--- src/rtl/mdio_responder_pkg.sv ---
// Shared MDIO definitions: one-hot responder states, opcodes and frame bit positions.
// The controller side imports the same package so both ends agree on framing.
package mdio_responder_pkg;

   typedef enum logic [6:0] {
      ST_IDLE    = 7'b0000001,
      ST_START   = 7'b0000010,
      ST_HEADER  = 7'b0000100,
      ST_TURN    = 7'b0001000,
      ST_WR_DATA = 7'b0010000,
      ST_RD_DATA = 7'b0100000,
      ST_SKIP    = 7'b1000000
   } state_t;

   localparam logic [1:0] OP_WR = 2'b01;
   localparam logic [1:0] OP_RD = 2'b10;

   // 1-based bit numbers within the 32-bit frame
   localparam logic [5:0] BIT_REGAD_END = 6'd14;
   localparam logic [5:0] BIT_TA_FIRST  = 6'd15;
   localparam logic [5:0] BIT_TA_END    = 6'd16;
   localparam logic [5:0] BIT_LAST      = 6'd32;

   function automatic logic op_valid(input logic [1:0] op);
      return (op == OP_WR) || (op == OP_RD);
   endfunction

endpackage

--- src/rtl/mdc_edge_det.sv ---
// Flags the clk cycle in which mdc is high and was low on the previous clk.
// Combinational output, one register of history.
module mdc_edge_det (
   input  logic clk,
   input  logic rst,
   input  logic mdc,
   output logic rise
);
   logic r_mdc_prev;

   always_ff @(posedge clk) begin
      if (rst) r_mdc_prev <= 1'b0;
      else     r_mdc_prev <= mdc;
   end

   assign rise = mdc & ~r_mdc_prev;

endmodule

--- src/rtl/mdio_responder.sv ---
// Clause-22 MDIO responder: decodes frames sampled on MDC rise, strobes register reads/writes,
// and drives read data back one clk after each sampling edge.
module mdio_responder
   import mdio_responder_pkg::*;
#(
   parameter logic [4:0] PHY_ADDR = 5'd0
) (
   input  logic        clk,
   input  logic        rst,
   input  logic        mdc,
   input  logic        mdio_out,
   input  logic [15:0] rd_data,
   output logic        mdio_in,
   output logic        mdio_oe,
   output logic [4:0]  addr,
   output logic [15:0] wr_data,
   output logic        wr_stb,
   output logic        rd_stb
);
   logic        w_rise;
   state_t      r_state, w_state_nxt;
   logic [5:0]  r_cnt, w_cnt_inc;
   logic [11:0] r_hdr, w_hdr, w_hdr_nxt;
   logic        r_is_rd, w_is_rd_nxt;
   logic [15:0] r_rd_sh, w_rd_sh_nxt;
   logic        w_match;
   logic        w_oe_nxt, w_in_nxt, w_wr_stb_nxt, w_rd_stb_nxt;
   logic [4:0]  w_addr_nxt;
   logic [15:0] w_wr_data_nxt;

   mdc_edge_det u_edge (
      .clk  (clk),
      .rst  (rst),
      .mdc  (mdc),
      .rise (w_rise)
   );

   assign w_cnt_inc = (r_cnt == BIT_LAST) ? BIT_LAST : r_cnt + 6'd1;
   assign w_hdr     = {r_hdr[10:0], mdio_out};
   assign w_match   = op_valid(w_hdr[11:10]) && (w_hdr[9:5] == PHY_ADDR);

   always_ff @(posedge clk) begin
      if (rst) begin
         r_state <= ST_IDLE;
         r_cnt   <= '0;
         r_hdr   <= '0;
         r_is_rd <= 1'b0;
         r_rd_sh <= '0;
         mdio_in <= 1'b0;
         mdio_oe <= 1'b0;
         addr    <= '0;
         wr_data <= '0;
         wr_stb  <= 1'b0;
         rd_stb  <= 1'b0;
      end else begin
         r_state <= w_state_nxt;
         // START absorbs repeated 0s without advancing the bit count
         if (w_rise) begin
            if (w_state_nxt == ST_IDLE)
               r_cnt <= '0;
            else if (!(r_state == ST_START && !mdio_out))
               r_cnt <= w_cnt_inc;
         end
         r_hdr   <= w_hdr_nxt;
         r_is_rd <= w_is_rd_nxt;
         r_rd_sh <= w_rd_sh_nxt;
         mdio_in <= w_in_nxt;
         mdio_oe <= w_oe_nxt;
         addr    <= w_addr_nxt;
         wr_data <= w_wr_data_nxt;
         wr_stb  <= w_wr_stb_nxt;
         rd_stb  <= w_rd_stb_nxt;
      end
   end

   always_comb begin
      w_state_nxt = r_state;
      if (w_rise) begin
         case (r_state)
            ST_IDLE:   if (!mdio_out) w_state_nxt = ST_START;
            ST_START:  if (mdio_out)  w_state_nxt = ST_HEADER;
            ST_HEADER: if (w_cnt_inc == BIT_REGAD_END)
                          w_state_nxt = w_match ? ST_TURN : ST_SKIP;
            ST_TURN:   if (w_cnt_inc == BIT_TA_END)
                          w_state_nxt = r_is_rd ? ST_RD_DATA : ST_WR_DATA;
            ST_WR_DATA, ST_RD_DATA, ST_SKIP:
                       if (w_cnt_inc == BIT_LAST) w_state_nxt = ST_IDLE;
            default:   w_state_nxt = ST_IDLE;
         endcase
      end
   end

   always_comb begin
      w_hdr_nxt     = r_hdr;
      w_is_rd_nxt   = r_is_rd;
      w_rd_sh_nxt   = r_rd_sh;
      w_in_nxt      = mdio_in;
      w_oe_nxt      = mdio_oe;
      w_addr_nxt    = addr;
      w_wr_data_nxt = wr_data;
      w_wr_stb_nxt  = 1'b0;
      w_rd_stb_nxt  = 1'b0;
      // register file answers during the rd_stb cycle
      if (rd_stb) w_rd_sh_nxt = rd_data;
      if (w_rise) begin
         case (r_state)
            ST_HEADER: begin
               w_hdr_nxt = w_hdr;
               if (w_cnt_inc == BIT_REGAD_END && w_match) begin
                  w_addr_nxt   = w_hdr[4:0];
                  w_is_rd_nxt  = (w_hdr[11:10] == OP_RD);
                  w_rd_stb_nxt = (w_hdr[11:10] == OP_RD);
               end
            end
            ST_TURN: if (r_is_rd) begin
               w_oe_nxt = 1'b1;
               if (w_cnt_inc == BIT_TA_FIRST) begin
                  w_in_nxt = 1'b0;
               end else begin
                  w_in_nxt    = r_rd_sh[15];
                  w_rd_sh_nxt = {r_rd_sh[14:0], 1'b0};
               end
            end
            ST_RD_DATA: begin
               if (w_cnt_inc == BIT_LAST) begin
                  w_oe_nxt = 1'b0;
                  w_in_nxt = 1'b0;
               end else begin
                  w_in_nxt    = r_rd_sh[15];
                  w_rd_sh_nxt = {r_rd_sh[14:0], 1'b0};
               end
            end
            ST_WR_DATA: begin
               w_wr_data_nxt = {wr_data[14:0], mdio_out};
               if (w_cnt_inc == BIT_LAST) w_wr_stb_nxt = 1'b1;
            end
            default: ;
         endcase
      end
   end

endmodule
--- config.mk ---
export PLATFORM = sky130hd
export DESIGN_NAME = mdio_responder
export DESIGN_NICKNAME = d
export VERILOG_FILES = /design/src/rtl/mdio_responder_pkg.sv /design/src/rtl/mdc_edge_det.sv /design/src/rtl/mdio_responder.sv
export SDC_FILE = /design/constraint.sdc
export NUM_CORES = 1
export LEC_CHECK = 0
export BUFFER_PORTS_ARGS = -buffer_cell sky130_fd_sc_hd__buf_4
export CORE_MARGIN = 3
export CORE_UTILIZATION = 39
export DETAILED_ROUTE_END_ITERATION = 8
export PLACE_DENSITY_LB_ADDON = 0.1
export SLEW_MARGIN = 20
export SYNTH_ARGS = -nofsm -noshare
export SYNTH_HDL_FRONTEND = slang
export SYNTH_SLANG_ARGS = --single-unit
--- constraint.sdc ---
create_clock -name clk -period 2.63 [get_ports clk]
set_clock_uncertainty 0.1 [all_clocks]
set_input_delay 0.526 -clock clk [delete_from_list [all_inputs] [get_ports clk]]
set_output_delay 0.526 -clock clk [all_outputs]
set_load 0.01 [all_outputs]
### Yosys cells after proc, flatten, opt, wreduce, memory -nomap -nowiden

Cells that the tools add are included.

* bitwise logic cells: 6
* multiplexer cells: 26
* add/subtract/negate cells: 1
* equal/unequal tests: 18
* reductions and logical operators: 16

Operators with widths (number)
* 2-to-1 mux 16 bit: 5
* 2-to-1 mux 7 bit: 7
* one-hot mux 7 bit (5 select lines): 1
* one-hot mux 16 bit (2 select lines): 1
* 2-to-1 mux 6 bit: 4
* equality test 7 x 1 -> 1 bit, second input constant: 2
* equality test 6 x 4 -> 1 bit, second input constant: 2
* equality test 6 bit, second input constant: 2
* equality test 7 x 2 -> 1 bit, second input constant: 1
* equality test 7 x 3 -> 1 bit, second input constant: 1
* equality test 7 x 4 -> 1 bit, second input constant: 1
* equality test 7 x 5 -> 1 bit, second input constant: 1
* equality test 7 x 6 -> 1 bit, second input constant: 1
* equality test 7 bit, second input constant: 1
* adder 6 x 1 -> 6 bit, second input constant: 1
* equality test 6 x 5 -> 1 bit, second input constant: 1
* 2-to-1 mux 1 bit: 6
* inequality test 2 bit, second input constant: 3
* AND reduction 2 bit: 3
* AND reduction 3 bit: 2
* OR reduction 3 bit: 2
* logical NOT 5 bit: 1
* NOT 1 bit: 5
* one-hot mux 1 bit (2 select lines): 2
* 9 further kinds: 11

* output and inout port bits: 25
* register bits: 67
* bits of input ports: 20

### Logic depth before layout (Yosys ltp)

* word-level depth: 10
* mapped depth: 11

### Hierarchy

Synthesis repeated with hierarchy kept, for this count alone.

* cells, all modules: 404
* area, all modules: 3653.5 sq um

By module, submodules not included
* mdio_responder: area an instance 3606.0 sq um, times used 1, cells each 401
* mdc_edge_det: area an instance 47.5 sq um, times used 1, cells each 3

### Worst setup path after synthesis

OpenSTA, ideal clock, no wires.

* path type: reg-to-reg
* from: register r_cnt[0]
* to: register r_cnt[0]
* arrival time: 2.426 ns
* stages on the path, launching flop included: 11
* slack: -0.029 ns
* setup time: 0.133 ns
* clock period less this slack: 2.659 ns
* data required time: 2.397 ns
* path through: dfxtp_1 -> inv_1 -> ha_1 -> nand2b_1 -> o32a_4 -> nor4_4 -> o21ai_2 -> a22oi_2 -> nand3_1 -> nor3_4 -> o32ai_1

* word-level cells in the longest chain between the ends: 9
* elaborated cells on any way between the ends: 16

Ends and longest elaborated chain
* start, declared: line mdio_responder.sv:22 `logic [5:0] r_cnt, w_cnt_inc;`
* start signal, assigned: line mdio_responder.sv:62 `r_cnt <= w_cnt_inc;`
* adder 6 x 1 -> 6 bit or equality test 6 bit (tied branches): line mdio_responder.sv:38 `assign w_cnt_inc = (r_cnt == BIT_LAST) ? BIT_LAST : r_cnt + 6'd1;`
* 2-to-1 mux 6 bit (*): line mdio_responder.sv:38
* equality test 6 bit (tied with other cells): line mdio_responder.sv:87 `if (w_cnt_inc == BIT_LAST) w_state_nxt = ST_IDLE;`
* 2-to-1 mux 7 bit (on tied branches): line mdio_responder.sv:87, mdio_responder.sv:82, mdio_responder.sv:84
* one-hot mux 7 bit (5 select lines): line mdio_responder.sv:79 `case (r_state)`
* 2-to-1 mux 7 bit: line mdio_responder.sv:78 `if (w_rise) begin`
* equality test 7 x 1 -> 1 bit: line mdio_responder.sv:59 `if (w_state_nxt == ST_IDLE)`
* inequality test 2 bit (no line)
* AND reduction 2 bit (no line)

Mark *: on every way between the ends. The rest lies on a longest branch, timed or not. The select of a mux whose other input is x is not followed.
A chain may end at the register's enable or synchronous reset.

### Final worst setup path

* from: register r_cnt[2]
* to: register r_cnt[5]

The elaborated chain is that of the path after synthesis.

==> impl_metrics.py <==
metrics = {
    "grt": {
        "grt_util_met2_pct": 27.0,
        "antenna_found_initial": 0,
        "first_global_vias": 2987,
        "grt-ovfl-total": 0,
        "grt_util_met1_pct": 24.1,
        "track_usage_pct": 17.4,
        "use_met3_pct": 4.01,
        "top_usage_layer": "met2",
        "grt_start_max_net_pins": 62,
        "grt_pass1_wl_um": 14400,
    },
    "synth": {
        "synth_ff_type": "dfxtp_1",
        "ys_warn_count": 0,
        "ys_types": 60,
        "synth_top_area_share_pct": 38.5,
        "synth_common_cells": "84 x nand2_1, 67 x dfxtp_1, 36 x a21oi_1",
        "synth_nets": 444,
        "netlist_area_um2": 3490,
        "syn_avg_cell_area_um2": 8.32,
        "ys_ff_latch": 67,
        "synthTopCellsByArea": "dfxtp_1 38%, nand2_1 9.0%, mux2i_1 7.2%, a21oi_1 5.2%, nand3b_1 3.2%",
        "yosysTopAreaCell": "dfxtp_1",
        "seq_area_frac_synth_pct": 38.5,
        "synthesis.instances": 419,
        "synth_edf_count": 0,
        "yosysMostFrequentCell": "nand2_1",
        "ys_async_sr_fraction_pct": 0,
    },
    "cells_and_area": {
        "fin_util_pct": 51.9,
        "diodes": 0,
        "finalNetCount": 512,
        "area_growth_pct": 26.0,
        "drive_gt1_share_pct": 27.3,
    },
    "die": {
        "coreArea_um2": 8460,
        "design.die.area_um2": 10100,
        "die_x_um": 101,
        "die_h_um": 101,
        "ios": 45,
        "num_rows": 33,
        "start_util_pct": 41.2,
    },
    "timing": {
        "setup_tns_ns": 0,
        "finalCritPeriodShare_pct": 95.7,
        "timing.slew.headroom_pct": 55.1,
        "setup_viol": 0,
        "holdWs_ns": 0.319,
        "finalHoldViolCount": 0,
        "worst_pin_slew_ns": 0.673,
        "fmax_mhz": 397,
        "fin_crit_ns": 2.52,
        "maxSlewViolCount": 0,
    },
    "hold_path": {
        "worst_hold_path.num_cells": 2,
        "min_from": "mdc",
        "hp-class": "input port to flip-flop",
        "min_to": "u_edge.r_mdc_prev",
    },
    "clock_tree": {
        "h-tree-depth": 3,
        "cts_buffers": 9,
        "clk_transition_reported_paths_ns": 0.07,
        "clockBufferDepth": 2,
        "cts_hold_buf": 0,
        "clk_latency_ns": 0.35,
        "cts_tree": "yes",
        "cts_sinks": 67,
        "cts-root-buf": "clkbuf_8",
    },
    "critical_path": {
        "critPathKind": "flip-flop to flip-flop",
        "rr_startpoint": "r_cnt[2]",
        "r2r_slack_ns": 0.11,
        "crit_fanout": 9,
        "cp_data_required_time_ns": 2.78,
        "rr_worst_depth": 10,
        "end_kind": "flip-flop",
        "critPathArrivalTime_ns": 2.66,
        "cp-start-kind": "flip-flop",
        "r2r_end": "r_cnt[5]",
    },
    "flow_run": {
        "max-cap-violations": 0,
    },
    "placement": {
        "gp_congestion": 0.937,
        "port_buffers": 44,
        "hpwlAfterDp_um": 5790,
    },
    "power": {
        "powerDensity_nw_per_um2": 449,
        "ir_worst_vdd_uv": 365,
        "p_leak_nw": 1.73,
    },
    "detailed_routing": {
        "vias": 3129,
        "routedWlPerCell_um": 14.3,
        "drt_wl_total_um": 8520,
        "first_pass_iters": 4,
        "viasPerCell": 5.26,
        "drc": 0,
        "drt_iter0_drc": 140,
        "antenna_left": 0,
    },
    "outcome": {
        "outcome": "completed",
    },
}
==> kinds of logic after synthesis <==
group / count (synthesis) / synth area share [%]
AO/OA/AOI/OAI: 88 / 16.5
multiplexers: 25 / 7.18
adder cells (fa/ha/maj): 5 / 1.79
AND/OR/NAND/NOR: 190 / 29.4
XOR/XNOR: 7 / 1.76
buffers and inverters: 37 / 4.95
flip-flops: 67 / 38.5
==> cell usage in the layout, fill, tap and decap left out, drive strengths merged, types with 3 or more instances in the layout <==
cell and n:
o21ai 23, xor2 5, ha 5, nand3 11
nor3 6, a211oi 5, nand2 84, nor3b 4
nand4 4, dfxtp 67, inv 5, buf 89
nor2b 17, nor4 5, a21oi 36, mux2i 25
a31oi 3, and2b 4, nand2b 3, clkbuf 12
o211ai 3, nor2 23, a22oi 3, nand3b 15
==> final cells by class <==
type / instances / area (um^2)
Fill cell: 806 / 4070
Multi-Input combinational cell: 315 / 2050
Sequential cell: 67 / 1350
Timing Repair Buffer: 89 / 684
Clock buffer: 12 / 155
Tap cell: 105 / 131
Inverter: 5 / 18.8
Clock inverter: 2 / 12.5
==> metal layers <==
layer / routed length [um] / share of wire (%)
met1: 4020 / 47
met5: 0 / 0
met4: 104 / 1.2
met3: 409 / 4.8
met2: 3990 / 47
==> worst max-delay path by stage <==
stage / depth (start not counted) / to / startpoint
final: 10 / r_cnt[5] / r_cnt[2]
after global routing: 10 / r_cnt[0] / r_cnt[3]
after CTS: 10 / r_cnt[1] / r_cnt[0]
after detailed placement: 9 / r_rd_sh[4] / r_cnt[1]
after global placement: 9 / r_rd_sh[6] / r_cnt[1]
after floorplan: 10 / r_cnt[0] / r_cnt[0]
==> worst max-delay path: stages (launching register included) <==
cell      delay, ns
dfxtp_1        0.43
buf_4          0.22
and4_1         0.26
a22oi_2        0.12
a211oi_4       0.25
o211ai_1       0.15
o32a_1         0.40
nand3_2        0.09
nor3_4         0.05
buf_12         0.14
a211oi_1       0.21
==> stage by stage <==
stage	total power, mW	std cells	setup slack [ns]	cell area [um^2]
3_5_place_dp	1.22	571	-0.0428	4060
3_3_place_gp	1.22	571	-0.0130	4060
2_1_floorplan	1.15	419	0.0883	3490
4_1_cts	1.98	592	0.000562	4310
6_report	1.97	595	0.112	4390
5_1_grt	2.07	595	-0.0260	4390
==> state kept, by name (all words and copies together) (netlist names) <==
signal and cells:
r_rd_sh 16, rd_stb 1, r_hdr 11, mdio_oe 1, mdio_in 1, addr 5, wr_data 16, u_edge.r_mdc_prev 1
r_is_rd 1, wr_stb 1, r_state 7, r_cnt 6
==> where the power goes <==
| part | total, mW | internal [mW] | leakage (nW) | switching, mW |
|---|---|---|---|---|
| Sequential | 1.03 | 1.02 | 0.542 | 0.00657 |
| Clock | 0.748 | 0.382 | 0.0843 | 0.366 |
| Combinational | 0.196 | 0.0932 | 1.10 | 0.103 |
==> repair_timing <==
item	4_1_cts	5_1_grt
pin swaps	2	4
endpoints found under the setup margin	14	14
setup buffers	7	3
gates resized for setup	7	14
hold endpoints to repair	0	0
No activity file was read; power rests on OpenSTA's default activity.
